### config.mk
export PLATFORM = sky130hd
export DESIGN_NAME = univ_shift_reg
export DESIGN_NICKNAME = d
export VERILOG_FILES = /design/src/rtl/univ_shift_reg.sv
export SDC_FILE = /design/constraint.sdc
export NUM_CORES = 1
export LEC_CHECK = 0
export BUFFER_PORTS_ARGS = -buffer_cell sky130_fd_sc_hd__buf_2
export CAP_MARGIN = 20
export CORE_MARGIN = 4
export CORE_UTILIZATION = 31
export CTS_BUF_LIST = sky130_fd_sc_hd__clkbuf_2
export CTS_CLUSTER_SIZE = 16
export DETAILED_ROUTE_END_ITERATION = 7
export PLACE_DENSITY_LB_ADDON = 0.3
export RECOVER_POWER = 100
export SYNTH_ARGS = -nofsm -noshare
export SYNTH_HDL_FRONTEND = slang
export SYNTH_SLANG_ARGS = --single-unit
### constraint.sdc
create_clock -name clk -period 2.2 [get_ports clk]
set_input_delay 0.22 -clock clk [delete_from_list [all_inputs] [get_ports clk]]
set_output_delay 0.22 -clock clk [all_outputs]
set_load 0.1 [all_outputs]
### src/rtl/univ_shift_reg.sv
// Universal shift register: direct single-cycle ops plus a counted burst engine
// that applies one shift/rotate op N times with registered busy/done status.
module univ_shift_reg #(
    parameter int unsigned WIDTH = 10,
    parameter int unsigned CNT_W = 4
) (
    input  logic             clk,
    input  logic             rst,
    input  logic             en,
    input  logic [2:0]       mode,
    input  logic             sin,
    input  logic [WIDTH-1:0] pin,
    input  logic             start,
    input  logic [CNT_W-1:0] steps,
    output logic [WIDTH-1:0] q,
    output logic             sout_msb,
    output logic             sout_lsb,
    output logic             busy,
    output logic             done
);

    localparam int unsigned MODE_W = 3;

    localparam logic [MODE_W-1:0] M_HOLD  = MODE_W'(0);
    localparam logic [MODE_W-1:0] M_SHL   = MODE_W'(1);
    localparam logic [MODE_W-1:0] M_SHR   = MODE_W'(2);
    localparam logic [MODE_W-1:0] M_ROL   = MODE_W'(3);
    localparam logic [MODE_W-1:0] M_ROR   = MODE_W'(4);
    localparam logic [MODE_W-1:0] M_ASR   = MODE_W'(5);
    localparam logic [MODE_W-1:0] M_LOAD  = MODE_W'(6);
    localparam logic [MODE_W-1:0] M_CLEAR = MODE_W'(7);

    typedef enum logic [1:0] {
        IDLE = 2'd0,
        RUN  = 2'd1,
        DONE = 2'd2
    } state_t;

    state_t            state, state_nxt;
    logic [CNT_W-1:0]  cnt, cnt_nxt;
    logic [MODE_W-1:0] mode_r, mode_nxt;
    logic [WIDTH-1:0]  q_nxt;
    logic              busy_nxt, done_nxt;

    // One step of the selected operation on the current register value.
    function automatic logic [WIDTH-1:0] apply_op(
        input logic [MODE_W-1:0] op,
        input logic [WIDTH-1:0]  cur,
        input logic              s,
        input logic [WIDTH-1:0]  ld
    );
        logic [WIDTH-1:0] r;
        r = cur;
        case (op)
            M_HOLD:  r = cur;
            M_SHL:   r = {cur[WIDTH-2:0], s};
            M_SHR:   r = {s, cur[WIDTH-1:1]};
            M_ROL:   r = {cur[WIDTH-2:0], cur[WIDTH-1]};
            M_ROR:   r = {cur[0], cur[WIDTH-1:1]};
            M_ASR:   r = {cur[WIDTH-1], cur[WIDTH-1:1]};
            M_LOAD:  r = ld;
            M_CLEAR: r = '0;
            default: r = cur;
        endcase
        return r;
    endfunction

    // Only the shifting/rotating modes can be repeated by the burst engine.
    function automatic logic is_burst_op(input logic [MODE_W-1:0] op);
        return (op >= M_SHL) && (op <= M_ASR);
    endfunction

    always_ff @(posedge clk or negedge rst) begin
        if (!rst) begin
            state  <= IDLE;
            q      <= '0;
            cnt    <= '0;
            mode_r <= M_HOLD;
            busy   <= 1'b0;
            done   <= 1'b0;
        end else begin
            state  <= state_nxt;
            q      <= q_nxt;
            cnt    <= cnt_nxt;
            mode_r <= mode_nxt;
            busy   <= busy_nxt;
            done   <= done_nxt;
        end
    end

    // Next state, datapath and status; status is derived from the next state
    // so busy/done come straight out of flops.
    always_comb begin
        state_nxt = state;
        q_nxt     = q;
        cnt_nxt   = cnt;
        mode_nxt  = mode_r;
        busy_nxt  = 1'b0;
        done_nxt  = 1'b0;

        case (state)
            IDLE: begin
                if (start && is_burst_op(mode)) begin
                    mode_nxt  = mode;
                    cnt_nxt   = steps;
                    state_nxt = (steps == '0) ? DONE : RUN;
                end else if (en) begin
                    q_nxt = apply_op(mode, q, sin, pin);
                end
            end
            RUN: begin
                q_nxt   = apply_op(mode_r, q, sin, pin);
                cnt_nxt = cnt - CNT_W'(1);
                if (cnt == CNT_W'(1)) begin
                    state_nxt = DONE;
                end
            end
            DONE: begin
                state_nxt = IDLE;
            end
            default: begin
                state_nxt = IDLE;
            end
        endcase

        busy_nxt = (state_nxt != IDLE);
        done_nxt = (state_nxt == DONE);
    end

    assign sout_msb = q[WIDTH-1];
    assign sout_lsb = q[0];

endmodule

==> run_results.csv <==
group,metric,value,unit
critical_path,cp_data_arrival_time,1.67,ns
grt,grt_pass1_vias,1554,
die,design.core.area,5070,um2
critical_path,endpoint,"q[3]",
logic_synthesis,netlist.area_leader.share,0.324,
critical_path,path_class,"reg2out",
timing,post-route-period-util,0.860,
clocking,clkSinkCount,21,
critical_path,crit_path_max_fanout,4,
logic_synthesis,synth_edf_count,0,
route,vias_per_cell,5.81,
die,start_util,0.320,
placed_design,hpwl,3470,um
grt,grt.total_usage,0.159,
critical_path,cpMaxStageDelayCell,"clkbuf_1",
critical_path,cp.depth,1,
grt,antenna_found_initial,0,
cells_and_area,n_antenna_cell,0,
logic_synthesis,yosysWarningCount,0,
critical_path,path_cells,"clkbuf_1",
critical_path,worst-path-buf-inv,1,
placed_design,io_buffers,35,
critical_path,reg2reg_slack,0.42,ns
critical_path,critPathLaunchType,"flop",
worst_hold_path,min_delay_path_depth,2,
clocking,worst_skew_pair.late_latency,0.35,ns
route,ant_nets,0,
timing,drv_slew,0,
clocking,tritoncts,"built",
die,die_w,80.3,um
logic_synthesis,yosysMostFrequentCell,"dfrtp_1",
timing,worst_slew_pin_slew,1.21,ns
cells_and_area,area_growth,17.0,%
die,fp.dieH,80.3,um
critical_path,r2r_start,"state[0]",
cells_and_area,drive_gt1_frac,0.231,
grt,grt_first_pass_wirelength,8000,um
die,num_io_pins,36,
route,drt_iter0_markers,182,
logic_synthesis,syn_inst,189,
logic_synthesis,avgSynthCellArea,8.58,um2
timing,period_minus_slack,1.89,ns
clocking,clockBufferDepth,2,
die,fp-row-count,26,
logic_synthesis,synthArstFlopShare,1.00,
logic_synthesis,yosysTopAreaCell,"dfrtp_1",
logic_synthesis,synthTopCellsByArea,"dfrtp_1 32%, nand4b_1 9.2%, o311ai_0 8.6%",
route,first_pass_iters,4,
timing,relSlewSlack,0.190,
route,drc_errors,0,
clocking,root_buffer,"clkbuf_2",
logic_synthesis,synth_common_cells,"21 x dfrtp_1, 17 x nand4b_1, 16 x clkbuf_1, 16 x o311ai_0, 14 x o21ai_0",
outcome,status,"complete, no violations",
critical_path,r2r-end,"q[0]",
clocking,post-cts-setup-buffers,0,
timing,finalHoldViolations,0,
critical_path,r2r.worst_path.cells,5,
timing,fin_skew,0.00895,ns
timing,finalSetupTns,0,ns
placed_design,globalplace.congestion,0.826,
critical_path,max_stage_delay,0.88,ns
grt,grt_max_degree,29,
clocking,htreeDepth,1,
logic_synthesis,syn-num-nets,213,
cells_and_area,n_fill_cell,555,
timing,setup_viol,0,
clocking,clkTransAtPathRegs,0.25,ns
critical_path,worstSetupEndpointType,"output port",
logic_synthesis,post_synth_instance_area,1620,um2
worst_hold_path,hp-class,"in2reg",
route,wl_per_cell,17.1,um
logic_synthesis,ys.flop_type,"dfrtp_1",
timing,rsz0062_at_grt,"no",
clocking,cts_buffers,3,
flow_run,maxCapViolations,0,
timing,fmax,529,MHz
logic_synthesis,ys_seq_elements,21,
route,drt_wl_total,4980,um
grt,grt.overflow.total,0,
critical_path,critPathLaunch,"q[3]",
logic_synthesis,ys_seq_area_frac,0.324,
cells_and_area,fin_nets,246,
critical_path,required,1.98,ns
die,dieArea,6450,um2
route,via_count,1690,
critical_path,cp_top_family,"buffers and inverters",
logic_synthesis,ys_types,41,
==> final cells by class <==
class                      count  area, um2  share of cell area
clock inverter                 1       7.51             0.00396
sequential                    21        526               0.277
clock buffer                   3       15.0             0.00792
timing repair buffer          49        275               0.145
tap                           70       87.6              0.0462
inverter                      12       45.0              0.0237
multi-input combinational    135        941               0.496
==> sequential cells by signal, indices dropped and copies added, names as in the netlist <==
name    count
busy        1
cnt         4
done        1
mode_r      3
q          10
state       2
==> per-stage QoR <==
stage	setup WS [ns]	hold WS, ns	instance area, um2	std cells	util
global placement	0.329	0.224	1880	286	0.370
global route	0.226	0.0672	1900	291	0.374
finish	0.308	0.0985	1900	291	0.374
detailed placement	0.316	0.225	1880	286	0.370
floorplan	0.434	-0.0756	1620	189	-
CTS	0.399	0.0691	1910	291	0.377
==> worst min path at each step <==
stage	from	to
4_1_cts	steps[3]	cnt[3]
5_1_grt	steps[3]	cnt[3]
2_1_floorplan	rst	busy
3_3_place_gp	rst	q[2]
3_5_place_dp	rst	q[1]
6_report	steps[3]	cnt[3]
==> kinds of logic (layout without fill, tap and decap cells) <==
logic type,count (synthesis),in the layout,synth area share
buf+inv,33,65,0.0910
compound gates,63,63,0.291
simple gates,67,67,0.260
mux,3,3,0.0185
fa+ha+maj,2,2,0.0154
flops,21,21,0.324
==> cells in the final DEF, fill, tap and decap left out, types with 4 or more instances in the layout <==
cell	instances
dfrtp_1	21
buf_2	20
o21ai_0	17
nand4b_1	17
o311ai_0	16
buf_4	13
nand2_1	12
inv_1	12
clkbuf_2	12
nor2_1	10
a32oi_1	9
nor2b_1	6
clkbuf_1	6
a21oi_1	4
==> per-layer routing <==
metal / track usage / routed length [um]
met1: 0.230 / 2340
met2: 0.248 / 2350
met3: 0.0157 / 252
met4: 0.0507 / 31
met5: 0 / 0
==> timing repair <==
| action | in CTS | in global routing |
|---|---|---|
| hold buffers | 1 | 0 |
| gates resized for setup | 0 | 0 |
| endpoints found under the hold margin | 21 | 0 |
Power is not shown: default switching activity piles up to over one toggle a cycle in this logic, so the estimate is an artifact.
